==> config.mk <==
export PLATFORM = sky130hd
export DESIGN_NAME = des_key_schedule_flat
export DESIGN_NICKNAME = d
export VERILOG_FILES = /design/src/rtl/des_key_schedule_pkg.sv /design/src/rtl/des_key_schedule_if.sv /design/src/rtl/des_key_schedule_pc1.sv /design/src/rtl/des_key_schedule_pc2.sv /design/src/rtl/des_key_schedule.sv /design/src/flat_wrapper.sv
export SDC_FILE = /design/constraint.sdc
export NUM_CORES = 1
export LEC_CHECK = 0
export ABC_AREA = 1
export CELL_PAD_IN_SITES_DETAIL_PLACEMENT = 1
export CELL_PAD_IN_SITES_GLOBAL_PLACEMENT = 2
export CORE_MARGIN = 2
export CORE_UTILIZATION = 32
export DETAILED_ROUTE_END_ITERATION = 8
export MAX_ROUTING_LAYER = met4
export PLACE_DENSITY = 0.95
export SLEW_MARGIN = 25
export SYNTH_ARGS = -nofsm -noshare
export SYNTH_HDL_FRONTEND = slang
export SYNTH_SLANG_ARGS = --single-unit
==> constraint.sdc <==
create_clock -name clk -period 3.07 [get_ports clk]
set_input_delay 0.307 -clock clk [delete_from_list [all_inputs] [get_ports clk]]
set_output_delay 0.307 -clock clk [all_outputs]
set_load 0.005 [all_outputs]
==> src/rtl/des_key_schedule_pkg.sv <==
// Shared DES key-schedule constants: geometry, PC1 table, shift schedule,
// FSM state type and the half-register rotate helper.
package des_pkg;

  localparam int KEY_W    = 64;
  localparam int HALF_W   = 28;
  localparam int SUBKEY_W = 48;
  localparam int ROUNDS   = 16;

  typedef enum logic [0:0] {
    IDLE = 1'b0,
    RUN  = 1'b1
  } state_e;

  // Output bit j+1 of PC1 takes DES key bit PC1_TABLE[j] (1-based, bit 1 = MSB).
  localparam int unsigned PC1_TABLE [0:55] = '{
    57, 49, 41, 33, 25, 17,  9,
     1, 58, 50, 42, 34, 26, 18,
    10,  2, 59, 51, 43, 35, 27,
    19, 11,  3, 60, 52, 44, 36,
    63, 55, 47, 39, 31, 23, 15,
     7, 62, 54, 46, 38, 30, 22,
    14,  6, 61, 53, 45, 37, 29,
    21, 13,  5, 28, 20, 12,  4
  };

  // Entry i is the left-rotate amount for DES round i+1.
  localparam logic [15:0][1:0] SHIFT_SCHED = {
    2'd1, 2'd2, 2'd2, 2'd2, 2'd2, 2'd2, 2'd2, 2'd1,
    2'd2, 2'd2, 2'd2, 2'd2, 2'd2, 2'd2, 2'd1, 2'd1
  };

  // Direction mux followed by a 1-or-2 position rotate of one 28-bit half.
  function automatic logic [HALF_W-1:0] rot28(
    input logic [HALF_W-1:0] x,
    input logic              right,
    input logic              two
  );
    logic [HALF_W-1:0] r1;
    r1 = right ? {x[0], x[HALF_W-1:1]} : {x[HALF_W-2:0], x[HALF_W-1]};
    return two ? (right ? {r1[0], r1[HALF_W-1:1]} : {r1[HALF_W-2:0], r1[HALF_W-1]}) : r1;
  endfunction

endpackage

==> src/rtl/des_key_schedule_if.sv <==
// Request/subkey handshake bundle between the key schedule and its user.
interface des_key_schedule_if;
  import des_pkg::*;

  logic                start;
  logic                decrypt;
  logic [KEY_W-1:0]    key;
  logic                subkey_valid;
  logic                subkey_ready;
  logic [SUBKEY_W-1:0] subkey;
  logic [3:0]          round;
  logic                busy;
  logic                done;

  modport master (
    output start, decrypt, key, subkey_ready,
    input  subkey_valid, subkey, round, busy, done
  );

  modport slave (
    input  start, decrypt, key, subkey_ready,
    output subkey_valid, subkey, round, busy, done
  );

endinterface

==> src/rtl/des_key_schedule_pc1.sv <==
// DES Permuted Choice 1: 64-bit key to 56-bit {C,D}, pure wiring.
module des_pc1
  import des_pkg::*;
(
  input  logic [KEY_W-1:0]    i_key,
  output logic [2*HALF_W-1:0] o_cd
);

  // Parity bits never reach the schedule.
  logic w_unused_parity;
  assign w_unused_parity = ^{i_key[56], i_key[48], i_key[40], i_key[32],
                             i_key[24], i_key[16], i_key[8],  i_key[0]};

  genvar gi;
  generate
    for (gi = 0; gi < 2*HALF_W; gi++) begin : g_pc1
      assign o_cd[2*HALF_W-1-gi] = i_key[KEY_W - PC1_TABLE[gi]];
    end
  endgenerate

endmodule

==> src/rtl/des_key_schedule_pc2.sv <==
// DES Permuted Choice 2: 56-bit {C,D} to 48-bit round subkey, pure wiring.
module des_pc2 (
  input  logic [55:0] i_cd,
  output logic [47:0] o_subkey
);

  localparam int unsigned PC2_TABLE [0:47] = '{
    14, 17, 11, 24,  1,  5,
     3, 28, 15,  6, 21, 10,
    23, 19, 12,  4, 26,  8,
    16,  7, 27, 20, 13,  2,
    41, 52, 31, 37, 47, 55,
    30, 40, 51, 45, 33, 48,
    44, 49, 39, 56, 34, 53,
    46, 42, 50, 36, 29, 32
  };

  // PC2 discards eight of the 56 {C,D} bits.
  logic w_unused_cd;
  assign w_unused_cd = ^i_cd;

  genvar gi;
  generate
    for (gi = 0; gi < 48; gi++) begin : g_pc2
      assign o_subkey[47-gi] = i_cd[56 - PC2_TABLE[gi]];
    end
  endgenerate

endmodule

==> src/rtl/des_key_schedule.sv <==
// Sequential DES key schedule: one 48-bit subkey per valid/ready handshake,
// in K1..K16 or K16..K1 order.
module des_key_schedule
  import des_pkg::*;
(
  input  logic                clk,
  input  logic                rst_n,
  des_key_schedule_if.slave   io_ks
);

  state_e              r_state;
  logic [HALF_W-1:0]   r_c;
  logic [HALF_W-1:0]   r_d;
  logic [3:0]          r_round;
  logic                r_decrypt;
  logic                r_done;

  logic [2*HALF_W-1:0] w_pc1;
  logic [HALF_W-1:0]   w_pc1_c;
  logic [HALF_W-1:0]   w_pc1_d;
  logic [HALF_W-1:0]   w_load_c;
  logic [HALF_W-1:0]   w_load_d;
  logic [HALF_W-1:0]   w_step_c;
  logic [HALF_W-1:0]   w_step_d;
  logic [1:0]          w_step_amt;
  logic                w_step_two;
  logic                w_load;
  logic                w_fire;
  logic                w_last;
  logic [SUBKEY_W-1:0] w_subkey;

  des_pc1 u_pc1 (
    .i_key (io_ks.key),
    .o_cd  (w_pc1)
  );

  assign w_pc1_c = w_pc1[2*HALF_W-1:HALF_W];
  assign w_pc1_d = w_pc1[HALF_W-1:0];

  // Decrypt starts from the unrotated halves: 28 cumulative shifts give K16.
  assign w_load_c = io_ks.decrypt ? w_pc1_c : rot28(w_pc1_c, 1'b0, 1'b0);
  assign w_load_d = io_ks.decrypt ? w_pc1_d : rot28(w_pc1_d, 1'b0, 1'b0);

  assign w_load = (r_state == IDLE) && io_ks.start;
  assign w_fire = (r_state == RUN) && io_ks.subkey_ready;
  assign w_last = (r_round == 4'd15);

  // Decrypt walks the schedule backwards, undoing the shift of the round just left.
  assign w_step_amt = r_decrypt ? SHIFT_SCHED[4'd15 - r_round]
                                : SHIFT_SCHED[r_round + 4'd1];
  assign w_step_two = (w_step_amt == 2'd2);
  assign w_step_c   = rot28(r_c, r_decrypt, w_step_two);
  assign w_step_d   = rot28(r_d, r_decrypt, w_step_two);

  always_ff @(posedge clk or negedge rst_n) begin
    if (!rst_n) begin
      r_state   <= IDLE;
      r_c       <= '0;
      r_d       <= '0;
      r_round   <= 4'd0;
      r_decrypt <= 1'b0;
      r_done    <= 1'b0;
    end else begin
      r_done <= 1'b0;
      if (w_load) begin
        r_c       <= w_load_c;
        r_d       <= w_load_d;
        r_decrypt <= io_ks.decrypt;
        r_round   <= 4'd0;
        r_state   <= RUN;
      end else if (w_fire) begin
        if (w_last) begin
          r_state <= IDLE;
          r_round <= 4'd0;
          r_done  <= 1'b1;
        end else begin
          r_round <= r_round + 4'd1;
          r_c     <= w_step_c;
          r_d     <= w_step_d;
        end
      end
    end
  end

  des_pc2 u_pc2 (
    .i_cd     ({r_c, r_d}),
    .o_subkey (w_subkey)
  );

  assign io_ks.subkey       = w_subkey;
  assign io_ks.subkey_valid = (r_state == RUN);
  assign io_ks.busy         = (r_state == RUN);
  assign io_ks.round        = r_round;
  assign io_ks.done         = r_done;

endmodule
==> src/flat_wrapper.sv <==
// flat-port wrapper written by rule: the top's interface ports become plain ports
module des_key_schedule_flat import des_pkg::*;
  (clk, rst_n, io_ks_start, io_ks_decrypt, io_ks_key, io_ks_subkey_ready, io_ks_subkey_valid, io_ks_subkey, io_ks_round, io_ks_busy, io_ks_done);
  des_key_schedule_if io_ks_i ();
  input  logic clk;
  input  logic rst_n;
  input wire logic [$bits(io_ks_i.start)-1:0] io_ks_start;
  input wire logic [$bits(io_ks_i.decrypt)-1:0] io_ks_decrypt;
  input wire logic [$bits(io_ks_i.key)-1:0] io_ks_key;
  input wire logic [$bits(io_ks_i.subkey_ready)-1:0] io_ks_subkey_ready;
  output wire logic [$bits(io_ks_i.subkey_valid)-1:0] io_ks_subkey_valid;
  output wire logic [$bits(io_ks_i.subkey)-1:0] io_ks_subkey;
  output wire logic [$bits(io_ks_i.round)-1:0] io_ks_round;
  output wire logic [$bits(io_ks_i.busy)-1:0] io_ks_busy;
  output wire logic [$bits(io_ks_i.done)-1:0] io_ks_done;
  assign io_ks_i.start = io_ks_start;
  assign io_ks_i.decrypt = io_ks_decrypt;
  assign io_ks_i.key = io_ks_key;
  assign io_ks_i.subkey_ready = io_ks_subkey_ready;
  assign io_ks_subkey_valid = io_ks_i.subkey_valid;
  assign io_ks_subkey = io_ks_i.subkey;
  assign io_ks_round = io_ks_i.round;
  assign io_ks_busy = io_ks_i.busy;
  assign io_ks_done = io_ks_i.done;
  des_key_schedule u_core (.clk(clk), .rst_n(rst_n), .io_ks(io_ks_i));
endmodule
* Word level (Yosys, flattened, before mapping)
Memory sizes are Yosys's and may differ from the RTL's.
Index checks and enable logic that the tools add are counted.
** Cells by class
- Add/subtract/negate cells :: 2
- Magnitude comparators :: 2
- Eq/ne operators :: 3
- Multiplexer cells :: 26
- Bitwise logic cells :: 1
- Reductions and logical operators :: 6
** Operators with widths (number)
- $mux 28 :: 14
- $mux 4 :: 3
- $lt 4x5->1 const B :: 2
- $mux 1 :: 6
- $mux 2 :: 3
- $add 4x1->4 const B :: 1
- $eq 4x4->1 const B :: 1
- $reduce_and 2->1 :: 2
- $reduce_bool 2->1 :: 2
- $sub 4x4->4 const A :: 1
- $eq 2x2->1 const B :: 1
- $logic_and 1x1->1 :: 2
- $ne 2x1->1 const B :: 1
- $not 1->1 :: 1
** Storage, ports and cells
- Register bits :: 63
- Bits in read-only memories :: 64
- Bits of input ports :: 69
- Output and inout bits :: 55
- Logic and storage cells :: 48
- Memories :: 2
** Memory list
- (name not given) :: depth 16, bits a word 2, rd ports 1, clocked after memory_dff 0, write ports 0, RTL line des_key_schedule.sv:49 : assign w_step_amt = r_decrypt ? SHIFT_SCHED[4'd15 - r_round]
- (name not given) :: depth 16, bits a word 2, rd ports 1, clocked after memory_dff 0, write ports 0, RTL line des_key_schedule.sv:50 : : SHIFT_SCHED[r_round + 4'd1];

* Logic depth before layout (Yosys ltp)
Gate-level depths: netlist (run 1).
- Word-level depth :: 9
- Depth in mapped cells :: 14
- Gate-level depth less buffers :: 12

* By module
A second synthesis (run 1) with hierarchy kept.
** Unflattened totals
- Cell total of the unflattened synthesis :: 974
- Area total of the unflattened synthesis :: 6772.7 sq um
** Modules (own cells, without submodules)
- des_key_schedule :: instances 1, cells an instance 870, area an instance 5992.0 sq um, sequential area each 1576.5 sq um
- des_pc1 :: instances 1, cells an instance 56, area an instance 420.4 sq um, sequential area each 0.0 sq um
- des_pc2 :: instances 1, cells an instance 48, area an instance 360.3 sq um, sequential area each 0.0 sq um

* Worst setup path before layout (run 1)
No wires, ideal clock.
- Path kind :: reg-to-reg
- From :: register u_core.r_round[0], in the netlist u_core.io_ks.round[0]
- To :: register u_core.r_c[0]
- Library setup time :: 0.120 ns
- Arrival :: 1.679 ns
- Data required time :: 2.950 ns
- Path slack :: 1.271 ns
- Cell stages (with the launch flop) :: 11
- Path buffers :: 2
- Period minus slack after synthesis :: 1.799 ns
- Path through :: dfrtp_1 > inv_1 > ha_1 > nor3_1 > o21ai_1 > nand2_1 > buf_2 > buf_2 > nand3_1 > nand3_2 > a21oi_2
** On the way
- Longest elaborated chain between the ends :: 9
- Elaborated cells on any way between the ends :: 15
** RTL lines
- start, declared :: RTL line des_key_schedule.sv:14 : logic [3:0] r_round;
- start signal, assigned :: RTL line des_key_schedule.sv:77 : r_round <= r_round + 4'd1;
- $add 4x1->4 / $sub 4x4->4 (equally long branches) :: RTL line des_key_schedule.sv:50, des_key_schedule.sv:49
- $mem_v2 16x2, on equally long branches
- $mux 2, on equally long branches :: RTL line des_key_schedule.sv:50, des_key_schedule.sv:49
- $mux 2 :: RTL line des_key_schedule.sv:49
- $eq 2x2->1 :: RTL line des_key_schedule.sv:51 : assign w_step_two = (w_step_amt == 2'd2);
- $mux 28 :: RTL line des_key_schedule_pkg.sv:41 : return two ? (right ? {r1[0], r1[HALF_W-1:1]} : {r1[HALF_W-2:0], r1[HALF_W-1]}) : r1;
- $mux 28 :: RTL line des_key_schedule.sv:72 : if (w_last) begin
- $mux 28 :: RTL line des_key_schedule.sv:71 : end else if (w_fire) begin
- $mux 28 :: RTL line des_key_schedule.sv:65 : if (w_load) begin
- end signal, assigned :: RTL line des_key_schedule.sv:66 : r_c <= w_load_c;
- end signal, assigned :: RTL line des_key_schedule.sv:78 : r_c <= w_step_c;
- end, declared :: RTL line des_key_schedule.sv:12 : logic [HALF_W-1:0] r_c;
Several ways; a longest one is shown, not always the timed one. The select of a mux whose other input is x is not followed.
A chain may end at the register's enable or synchronous reset.

* Worst setup path in the final report (run 1)
- From :: register u_core.r_round[0], in the netlist u_core.io_ks.round[0]
- To :: register u_core.r_c[13]
Same word-level chain as after synthesis.

==> results of run 1 <==
-- report_power, final --
group | total, W | switching [W] | internal (W)
registers | 0.00184 | 0.000606 | 0.00123
logic | 0.00597 | 0.00346 | 0.00251
clock network | 0.000917 | 0.000382 | 0.000535
total | 0.00873 | 0.00445 | 0.00428
-- final timing paths --
kind | startpoint | to | slack (ns) | cells past startpoint
setup / recovery | u_core.io_ks.round[0]$_DFFE_PN0P_ | u_core.r_c[13]$_DFFE_PN0P_ | 0.65 | 11
hold / removal | rst_n | u_core.r_d[21]$_DFFE_PN0P_ | -0.007 | 1
setup reg to reg | u_core.io_ks.round[0]$_DFFE_PN0P_ | u_core.r_c[13]$_DFFE_PN0P_ | 0.65 | 11
hold reg to reg | u_core.r_c[19]$_DFFE_PN0P_ | u_core.r_c[19]$_DFFE_PN0P_ | 0.60 | 2
max in group asynchronous | rst_n | u_core.r_decrypt$_DFFE_PN0P_ | 2.27 | 2
min in group clk | io_ks_subkey_ready | u_core.io_ks.done$_DFF_PN0_ | 0.59 | 3
-- routing by layer --
layer	up-vias	part of all wire (%)	track usage (%)
met4	0	1.2	4.905
met2	99	47	30.63
met3	14	2.9	2.106
met1	2932	49	27.28
met5	-	0	-
li1	2978	-	-
-- flip-flops by register name, summed over array words and instances, names as in the netlist --
register	cells
u_core.io_ks.done	1
u_core.io_ks.round	4
u_core.io_ks.busy	1
u_core.r_c	28
u_core.r_d	28
u_core.r_decrypt	1
-- cells in the final DEF, fill, tap and decap left out, types with 6 or more instances in the layout --
cell	Yosys	layout
a21oi_1	133	133
inv_1	123	123
clkdlybuf4s50_1	0	113
nand2_1	87	86
nand3_1	76	76
nor2_1	65	65
dfrtp_1	63	62
o21ai_0	58	58
mux2i_1	52	52
nand2_2	43	43
nand3_2	40	40
a21oi_2	40	40
clkbuf_16	0	9
buf_4	50	8
ha_1	6	6
-- stage by stage --
stage          std cells  area [um2]  utilization, %  hold slack, ns
4_1_cts             1204        7487           38.47        0.008361
3_5_place_dp        1190        7241           37.20          0.3713
5_1_grt             1204        7491           38.49         0.02986
2_1_floorplan        915        6336               -         0.01141
3_3_place_gp        1190        7241           37.20          0.3595
6_report            1204        7491           38.49       -0.007344
-- layout make-up --
cell class              count  area [um2]
fillers                  2430       11970
multi-input cells         609        3587
flip-flops and latches     63        1578
repair buffers            126        1267
inverters                 127       480.5
well taps                 265       331.6
clock buffers              12       236.5
clock inverters             2       10.01
-- logic make-up (layout without fill, tap and decap cells) --
kind of cell,count (synthesis),in the layout
and+or+nand+nor,316,316
DFF,63,63
AOI/OAI and AO/OA,235,235
adders and majority gates,6,6
buffers and inverters,243,267
muxes,52,52
==> metrics.md, run 1 <==
| Metric | Value |
|---|---|
| ANT nets after route | 0 |
| TritonCTS clock tree | built |
| TritonRoute pass-1 iters | 4 |
| Total gr overflow | 0 |
| #FFs+latches synth | 63 |
| Synth Area in Adders | 1.185% |
| Floorplan core area | 0.01946 mm2 |
| Most numerous cell in the Yosys netlist | a21oi_1 |
| Initial Util | 32.56% |
| Remaining DRCs | 0 |
| Top cell by count, worst path | nand2_1 |
| Worst path cell trace | inv_1 -> ha_1 -> inv_1 -> nand2_1 -> nand2_1 -> nand2_4 -> nand2_2 -> buf_4 -> nand2_1 -> nand3_1 -> a21oi_1 |
| Drt total wl | 19,490 um |
| Final number of max-transition violations | 0 |
| I/O Buffers | 115 |
| Std-Cell Rows | 51 |
| Peak VDD IR | 0.0008131 V |
| Post-DP HPWL | 12,600 um |
| Routed len/inst | 16.19 um |
| Synth top area share | 24.88% |
| Slowest cell on the critical path | buf_4 |
| Total track usage | 19.60% |
| Skew final | 0.007296 ns |
| N_diodes | 0 |
| Setup Total Neg Slack | 0 ns |
| Vias post-DR | 6,023 |
| Full die area | 0.02094 mm2 |
| Crit-path leading delay family | buffers and inverters |
| Pwr Density | 1166 mW/mm2 |
| Synth warn | 0 |
| Setup violations, final | 0 |
| Worst Path Required | 3.29 ns |
| Fmax | 413.7 MHz |
| Slew @ Worst Pin | 1.019 ns |
| Nets | 1,011 |
| Syn_area_per_cell | 6.925 um2 |
| Sequential-to-total area share from yosys stat | 24.88% |
| Top_reg_cell synth | dfrtp_1 |
| Skew-Pair Late Insertion Delay | 0.34 ns |
| Layout cells sized above 1 | 16.51% |
| Minimum clock period | 2.417 ns |
| Main combinational cell family by area after synthesis | simple AND/OR/NAND/NOR gates |
| Clk root buf | clkbuf_16 |
| Total CTS buffers | 9 |
| First-pass GRT wire length | 31,700 um |
| Mapped Nets | 990 |
| Status | finished, violations left |
| Final WS setup | 0.6530 ns |
| Asr flop ratio synth | 100.0% |
| Area of the mapped netlist | 0.006336 mm2 |
| Worst-path fanout max | 56 |
| Post-Synth Simple-Gate Area | 26.11% |
| Clock transition at path regs | 0.06 ns |
| Mux share of post-synthesis cell area | 8.215% |
| Area grow syn2layout | 18.23% |
| Post-synth EDFFs | 0 |
| Die width | 144.7 um |
| Top cells by area, synth | dfrtp_1, a21oi_1, mux2i_1 |
| DR vias/cell | 5.002 |
| Worst-case clock buffer depth | 2 |
| Post-Place Setup Slack | 0.6203 ns |
| Final GP Congestion | 0.8401 |
| Rel. slew slack | 32.05% |
| Worst setup SP type | register |
| IO Pins | 124 |
| WP buf/inv | 3 |
| Hold buffers post-CTS | 0 |
| Initial antenna violation count | 0 |
| Post-CTS sizing | 0 |
| Kind of critical path | register to register |
| Max cap viols | 0 |
| CP Capture Type | register |
| Compound-Gate Fraction of Synth Area | 20.99% |
| Area leader, netlist | dfrtp_1 |
| Largest net degree at the start of global routing | 114 |
| RSZ-0062 raised after global routing | false |
| Clock sinks | 63 |
| Hold Crit Class | input port to async pin |
| Largest stage delay on the critical path | 0.67 ns |
| Vias in the first global route | 5,918 |
| Initial DRC count | 275 |
| Total chip power | 0.008731 W |
| Failing checks | negative hold slack |
| Setup Buffers After CTS | 0 |
| H-tree levels | 3 |
| WHS | -0.007344 ns |
| Pleak | 3.788 nW |
| Syn Inst Count | 915 |
| Commonest cells post-synth | a21oi_1, inv_1, nand2_1 |
| Tcrit/Tclk final | 78.73% |
| Die Span Y | 144.7 um |
| Number of library cell types mapped by synthesis | 24 |
| Final Hold Vio Count | 22 |
| Xor/xnor share of the synthesized area | 0% |
| Worst path arrival time | 2.64 ns |
No activity file was read; power rests on OpenSTA's default activity.
==> run 2, diff against run 1 <==
Settings changed: CORE_UTILIZATION 32 to 26, PLACE_DENSITY 0.95 to 0.85.
Clock period 3.07 ns to 2 ns, I/O delays scaled along.
==> metrics.md, run 2 (synthesis results as in run 1) <==
| Metric | Value |
|---|---|
| Status | finished clean (was finished, violations left) |
| IO Pins | 124 (unchanged) |
| R2R depth | 12 (was 11) |
| Final Hold Vio Count | 0 (was 22) |
| Peak VDD IR | 0.0008312 V (was 0.0008131 V) |
| Multi-input gate area | 0.003645 mm2 (was 0.003587 mm2) |
| Sw Pwr | 0.007252 W (was 0.004450 W) |
| Fmax | 518.8 MHz (was 413.7 MHz) |
| Most frequent cells in the layout | a21oi_1, inv_1, clkdlybuf4s50_1 (unchanged) |
| Post-DP HPWL | 13,440 um (was 12,600 um) |
| Final number of max-transition violations | 0 (unchanged) |
| Fill count | 3,002 (was 2,430) |
| Worst setup path end | u_core.r_d[1]$_DFFE_PN0P_ (was u_core.r_c[13]$_DFFE_PN0P_) |
| Nets | 1,027 (was 1,011) |
| H-tree levels | 3 (unchanged) |
| Vias post-DR | 6,060 (was 6,023) |
| Top Metal Used | met4 (unchanged) |
| TritonCTS clock tree | built (unchanged) |
| Remaining DRCs | 0 (unchanged) |
| Routed len/inst | 16.05 um (was 16.19 um) |
| Clock power share | 12.0% (was 10.5%) |
| Minimum clock period | 1.928 ns (was 2.417 ns) |
| CP Launch Point | u_core.io_ks.round[1]$_DFFE_PN0P_ (was u_core.io_ks.round[0]$_DFFE_PN0P_) |
| Vias in the first global route | 6,271 (was 5,918) |
| Worst path arrival time | 2.20 ns (was 2.64 ns) |
| Layout cells sized above 1 | 19.64% (was 16.51%) |
| Full die area | 0.02563 mm2 (was 0.02094 mm2) |
| Total gr overflow | 0 (unchanged) |
| Total CTS buffers | 9 (unchanged) |
| Die Span Y | 160.1 um (was 144.7 um) |
| I/O Buffers | 115 (unchanged) |
| Hold Crit Class | input port to async pin (unchanged) |
| ANT nets after route | 0 (unchanged) |
| Worst-path fanout max | 19 (was 56) |
| CP Capture Type | register (unchanged) |
| Gate power share | 68.9% (was 68.4%) |
| RSZ-0062 raised after global routing | true (was false) |
| Kind of critical path | register to register (unchanged) |
| TritonRoute pass-1 iters | 4 (unchanged) |
| Initial DRC count | 336 (was 275) |
| Post-Layout Inst Area | 0.007990 mm2 (was 0.007491 mm2) |
| Reg-to-Reg Start | u_core.io_ks.round[1]$_DFFE_PN0P_ (was u_core.io_ks.round[0]$_DFFE_PN0P_) |
| Rel. slew slack | 67.24% (was 32.05%) |
| Clock transition at path regs | 0.06 ns (about the same) |
| Switching part of the total | 48.98% (was 50.97%) |
| Commonest non-fill, non-tap cell in the layout | a21oi_1 (unchanged) |
| Reg area | 0.001580 mm2 (was 0.001578 mm2) |
| Final GP Congestion | 0.8128 (was 0.8401) |
| Worst Path Required | 2.27 ns (was 3.29 ns) |
| R2r endpoint | u_core.r_d[1]$_DFFE_PN0P_ (was u_core.r_c[13]$_DFFE_PN0P_) |
| Worst-case clock buffer depth | 2 (unchanged) |
| Initial antenna violation count | 1 (was 0) |
| DR WL met2 | 9379 um (was 9075 um) |
| Register-to-register setup slack | 0.07 ns (was 0.65 ns) |
| Skew final | 0.007772 ns (was 0.007296 ns) |
| Skew-Pair Late Insertion Delay | 0.34 ns (about the same) |
| Cell Int Power | 0.007553 W (was 0.004280 W) |
| Pleak | 3.975 nW (was 3.788 nW) |
| Floorplan core area | 0.02411 mm2 (was 0.01946 mm2) |
| Std-Cell Rows | 57 (was 51) |
| Tcrit/Tclk final | 96.38% (was 78.73%) |
| DP Area | 0.007502 mm2 (was 0.007241 mm2) |
| Max cap viols | 0 (unchanged) |
| Initial Util | 26.28% (was 32.56%) |
| Pwr Density | 1853 mW/mm2 (was 1166 mW/mm2) |
| Worst setup SP type | register (unchanged) |
| Clock sinks | 63 (unchanged) |
| Drt total wl | 20,570 um (was 19,490 um) |
| DRT met1 WL | 10,070 um (was 9611 um) |
| Setup violations, final | 0 (unchanged) |
| Area grow syn2layout | 26.11% (was 18.23%) |
| Largest net degree at the start of global routing | 114 (unchanged) |
| DR vias/cell | 4.727 (was 5.002) |
| Clk root buf | clkbuf_16 (unchanged) |
| Setup Total Neg Slack | 0 ns (unchanged) |
| First-pass GRT wire length | 33,670 um (was 31,700 um) |
| Total track usage | 16.59% (was 19.60%) |
| Slew @ Worst Pin | 0.4914 ns (was 1.019 ns) |
| Flop pwr share | 19.2% (was 21.1%) |
| Met3 routed WL | 882 um (was 571 um) |
| Die width | 160.1 um (was 144.7 um) |
## run 2: changes by cell type in the layout (fill, tap and decap cells not counted), moves of 3 or more
cell / before / now
a21oi_1: 133 / 130
clkbuf_1: 3 / 0
nand2_1: 86 / 83
a21oi_2: 40 / 43
buf_12: 3 / 13
## run 2: power by group through the flow
| stage | Sequential [W] | Combinational (W) | Clock [W] |
|---|---|---|---|
| after floorplan | 0.00247 | 0.00765 | 0 |
| after global placement | 0.00285 | 0.00941 | 0 |
| after detailed placement | 0.00285 | 0.00959 | 0 |
| after CTS | 0.00284 | 0.00965 | 0.00182 |
| after global routing | 0.00297 | 0.0114 | 0.00186 |
| final | 0.00284 | 0.0102 | 0.00177 |
## run 2: layer usage
layer,track usage (%),vias up
met2,25.68,107
met3,2.987,16
li1,-,3025
met4,4.218,0
met1,22.40,2912
met5,-,-
## run 2: critical path: stages, from the launching register on
cell and delay [ns]:
dfrtp_2 0.47, buf_6 0.15, ha_1 0.17, nor2_1 0.12, nand3_1 0.09, nand3_1 0.09
nand2_2 0.07, nand2_4 0.12, nand2_8 0.10, buf_12 0.19, nand2_2 0.07, nand3_2 0.07
a21oi_2 0.13
## run 2: how the worst min path moves through the flow
stage	slack, ns	cells after the start	from	to
2_1_floorplan	-0.1	0	rst_n	u_core.io_ks.busy$_DFFE_PN0P_
5_1_grt	0.46	3	rst_n	u_core.r_d[20]$_DFFE_PN0P_
4_1_cts	0.43	3	rst_n	u_core.r_d[17]$_DFFE_PN0P_
6_report	0.39	3	rst_n	u_core.r_d[17]$_DFFE_PN0P_
3_3_place_gp	0.26	2	rst_n	u_core.r_d[17]$_DFFE_PN0P_
3_5_place_dp	0.27	2	rst_n	u_core.r_d[17]$_DFFE_PN0P_
## run 2: area by class of cell
class	instances	share of cell area (%)
clock buffers	10	2.991
clock inverters	6	1.049
multi-input cells	609	45.62
flip-flops and latches	63	19.78
inverters	127	6.013
diodes	1	0.03132
well taps	324	5.074
repair buffers	142	19.45
## run 2: what timing repair did
item,4_1_cts,5_1_grt
hold buffers,1,0
gates resized for setup,2,18
hold endpoints to repair,63,0
pin swaps,0,4
endpoints found under the setup margin,3,56
setup buffers,0,2
gates cloned,0,3
## run 2: metrics by stage
step / total power [W] / utilization (%) / hold slack [ns] / std cells / worst slack [ns]
after global routing: 0.01624 / 33.15 / 0.4614 / 1282 / -0.03149
after detailed placement: 0.01244 / 31.12 / 0.2704 / 1259 / 0.002110
final: 0.01480 / 33.15 / 0.3852 / 1282 / 0.07242
after floorplan: 0.01012 / - / -0.09559 / 915 / 0.2009
after global placement: 0.01225 / 31.12 / 0.2604 / 1259 / 0.06522
after CTS: 0.01432 / 32.51 / 0.4315 / 1276 / 0.03863
==> run 3, diff against run 2 <==
Settings changed: ABC_AREA 1 to default, CORE_UTILIZATION 26 to 28, MAX_ROUTING_LAYER met4 to default.
==> metrics.md, run 3 <==
| Metric | Value |
|---|---|
| Final number of max-transition violations | 0 (unchanged) |
| Asr flop ratio synth | 100.0% (unchanged) |
| First-pass GRT wire length | 32,260 um (was 33,670 um) |
| Compound-Gate Fraction of Synth Area | 36.11% (was 20.99%) |
| Inst Count DP | 918 (was 1,259) |
| Commonest cells post-synth | dfrtp_1, nor2_1 (was a21oi_1, inv_1, nand2_1) |
| Std-Cell Rows | 52 (was 57) |
| Minimum clock period | 2.198 ns (was 1.928 ns) |
| Largest net degree at the start of global routing | 170 (was 114) |
| Clk root buf | clkbuf_16 (unchanged) |
| Fmax | 455.0 MHz (was 518.8 MHz) |
| DP Area | 0.006918 mm2 (was 0.007502 mm2) |
| CP Launch Point | u_core.io_ks.round[0]$_DFFE_PN0P_ (was u_core.io_ks.round[1]$_DFFE_PN0P_) |
| Top cells by area, synth | dfrtp_1, a2111oi_2, mux2i_1 (was dfrtp_1, a21oi_1, mux2i_1) |
| Kind of critical path | register to register (unchanged) |
| Most numerous cell in the Yosys netlist | dfrtp_1 (was a21oi_1) |
| Met3 routed WL | 922 um (was 882 um) |
| Initial DRC count | 441 (was 336) |
| #FFs+latches synth | 63 (unchanged) |
| IO Pins | 124 (unchanged) |
| Routed len/inst | 24.21 um (was 16.05 um) |
| Post-synth EDFFs | 0 (unchanged) |
| Final WS setup | -0.1980 ns (was 0.07242 ns) |
| Skew final | 0.009052 ns (was 0.007772 ns) |
| DR vias/cell | 5.864 (was 4.727) |
| Setup violations, final | 56 (was 0) |
| Area grow syn2layout | 54.45% (was 26.11%) |
| Layout cells sized above 1 | 30.41% (was 19.64%) |
| Final GP Congestion | 0.7621 (was 0.8128) |
| Setup Total Neg Slack | -5.173 ns (was 0 ns) |
| Syn_area_per_cell | 9.198 um2 (was 6.925 um2) |
| DR WL met2 | 11,180 um (was 9379 um) |
| Syn Inst Count | 623 (was 915) |
| Synth Area in Adders | 1.310% (was 1.185%) |
| CP Capture Type | register (unchanged) |
| Sequential-to-total area share from yosys stat | 27.51% (was 24.88%) |
| Clock sinks | 63 (unchanged) |
| Worst path arrival time | 2.39 ns (was 2.20 ns) |
| Main combinational cell family by area after synthesis | compound AO/OA/AOI/OAI gates (was simple AND/OR/NAND/NOR gates) |
| Synth warn | 0 (unchanged) |
| Pleak | 3.094 nW (was 3.975 nW) |
| Worst setup path end | u_core.r_c[27]$_DFFE_PN0P_ (was u_core.r_d[1]$_DFFE_PN0P_) |
| Final Hold Vio Count | 0 (unchanged) |
| ANT nets after route | 0 (unchanged) |
| DRT met1 WL | 10,490 um (was 10,070 um) |
| Top_reg_cell synth | dfrtp_1 (unchanged) |
| Mapped Nets | 698 (was 990) |
| RSZ-0062 raised after global routing | true (unchanged) |
| Max cap viols | 0 (unchanged) |
| Full die area | 0.02163 mm2 (was 0.02563 mm2) |
| Area of the mapped netlist | 0.005730 mm2 (was 0.006336 mm2) |
| Pwr Density | 2228 mW/mm2 (was 1853 mW/mm2) |
| Skew-Pair Late Insertion Delay | 0.34 ns (about the same) |
| Post-Layout Inst Area | 0.008851 mm2 (was 0.007990 mm2) |
| Worst-path fanout max | 18 (was 19) |
| TritonCTS clock tree | built (unchanged) |
| Xor/xnor share of the synthesized area | 0.3057% (was 0%) |
| N_diodes | 0 (was 1) |
| Initial Util | 28.41% (was 26.28%) |
| Post-Place Setup Slack | -0.1891 ns (was 0.002110 ns) |
| Remaining DRCs | 0 (unchanged) |
| Vias in the first global route | 5,624 (was 6,271) |
| Mux share of post-synthesis cell area | 9.978% (was 8.215%) |
| Commonest non-fill, non-tap cell in the layout | clkdlybuf4s50_1 (was a21oi_1) |
| Most frequent cells in the layout | clkdlybuf4s50_1, nor2_1, dfrtp_1 (was a21oi_1, inv_1, clkdlybuf4s50_1) |
| Worst-case clock buffer depth | 2 (unchanged) |
| Nets | 754 (was 1,027) |
| Worst Path Required | 2.20 ns (was 2.27 ns) |
| H-tree levels | 3 (unchanged) |
| Drt total wl | 23,100 um (was 20,570 um) |
| Tcrit/Tclk final | 109.9% (was 96.38%) |
| Final instance count without filler cells | 954 (was 1,282) |
| Die width | 147.1 um (was 160.1 um) |
| Worst setup SP type | register (unchanged) |
| Clock transition at path regs | 0.05 ns (was 0.06 ns) |
| Peak VDD IR | 0.0009752 V (was 0.0008312 V) |
| Failing checks | negative setup slack |
| Register-to-register setup slack | -0.20 ns (was 0.07 ns) |
| Post-DP HPWL | 12,620 um (was 13,440 um) |
| R2r endpoint | u_core.r_c[27]$_DFFE_PN0P_ (was u_core.r_d[1]$_DFFE_PN0P_) |
| Status | finished, violations left (was finished clean) |
| Number of library cell types mapped by synthesis | 32 (was 24) |
| Total track usage | 18.18% (was 16.59%) |
| Total gr overflow | 0 (unchanged) |
| Slew @ Worst Pin | 0.7753 ns (was 0.4914 ns) |
| R2R depth | 10 (was 12) |
| Top Metal Used | met4 (unchanged) |
| Total chip power | 0.01972 W (was 0.01480 W) |
| Synth top area share | 27.51% (was 24.88%) |
| Hold Crit Class | input port to register (was input port to async pin) |
| Floorplan core area | 0.02017 mm2 (was 0.02411 mm2) |
| Total CTS buffers | 9 (unchanged) |
| Rel. slew slack | 48.31% (was 67.24%) |
| Die Span Y | 147.1 um (was 160.1 um) |
| I/O Buffers | 115 (unchanged) |
| TritonRoute pass-1 iters | 4 (unchanged) |
| Post-Synth Simple-Gate Area | 11.55% (was 26.11%) |
| Vias post-DR | 5,594 (was 6,060) |
| Area leader, netlist | dfrtp_1 (unchanged) |
| Initial antenna violation count | 0 (was 1) |
| Reg-to-Reg Start | u_core.io_ks.round[0]$_DFFE_PN0P_ (was u_core.io_ks.round[1]$_DFFE_PN0P_) |
-- run 3: routing by layer --
| metal | vias to the layer above | GRT usage (%) |
|---|---|---|
| met1 | 2882 | 25.27 |
| li1 | 2551 | - |
| met5 | - | 0 |
| met4 | 0 | 4.375 |
| met3 | 31 | 2.547 |
| met2 | 130 | 29.95 |
-- run 3: cells by family (layout without fill, tap and decap cells) --
kind of cell               count (synthesis)  count (layout)
AOI/OAI and AO/OA                        236             236
xor gates and xnor gates                   2               2
adders and majority gates                  6               6
buffers and inverters                    128             189
DFF                                       63              63
muxes                                     57              57
and+or+nand+nor                          131             131
-- run 3: layout make-up --
cell class	count	area (um2)
Fill cell	2131	11320
Multi-Input combinational cell	432	4599
Timing Repair Buffer	170	2043
Sequential cell	63	1583
Tap cell	270	337.8
Clock buffer	12	256.5
Clock inverter	4	20.02
Inverter	3	11.26
-- run 3: worst min path at each step --
stage	from	to	slack [ns]	depth (start not counted)
6_report	io_ks_decrypt	u_core.r_c[15]$_DFFE_PN0P_	0.50	5
5_1_grt	io_ks_decrypt	u_core.r_c[23]$_DFFE_PN0P_	0.52	5
4_1_cts	rst_n	u_core.r_d[12]$_DFFE_PN0P_	0.50	2
3_5_place_dp	rst_n	u_core.r_d[12]$_DFFE_PN0P_	0.31	1
3_3_place_gp	rst_n	u_core.r_d[10]$_DFFE_PN0P_	0.32	1
2_1_floorplan	rst_n	u_core.io_ks.busy$_DFFE_PN0P_	-0.1	0
-- run 3: power by group --
group / leakage [nW] / total (W) / internal, W / switching (W)
Sequential: 0.773 / 0.00328 / 0.00192 / 0.00136
Clock: 0.142 / 0.00151 / 0.000899 / 0.000608
Combinational: 2.18 / 0.0149 / 0.00752 / 0.00742
-- run 3: per-stage QoR --
stage          hold slack, ns  util, %
6_report               0.5034    43.88
4_1_cts                0.4990    38.84
5_1_grt                0.5217    43.88
3_5_place_dp           0.3120    34.30
2_1_floorplan        -0.09559        -
3_3_place_gp           0.3218    34.30
-- run 3: timing repair --
item,in CTS,in global routing
hold buffers,1,0
endpoints found under the hold margin,28,0
buffers inserted,3,6
pin swaps,3,20
gates cloned,4,8
resized for setup,90,99
setup endpoints to repair,56,56
-- run 3: worst max-delay path: stages (launching register included) --
cell and delay [ns]:
dfrtp_2 0.45, ha_4 0.20, xnor2_4 0.15, buf_6 0.13, a21oi_4 0.18, buf_6 0.13, o21ai_4 0.05, buf_12 0.14
clkbuf_16 0.21, a221oi_2 0.31, o31ai_2 0.11
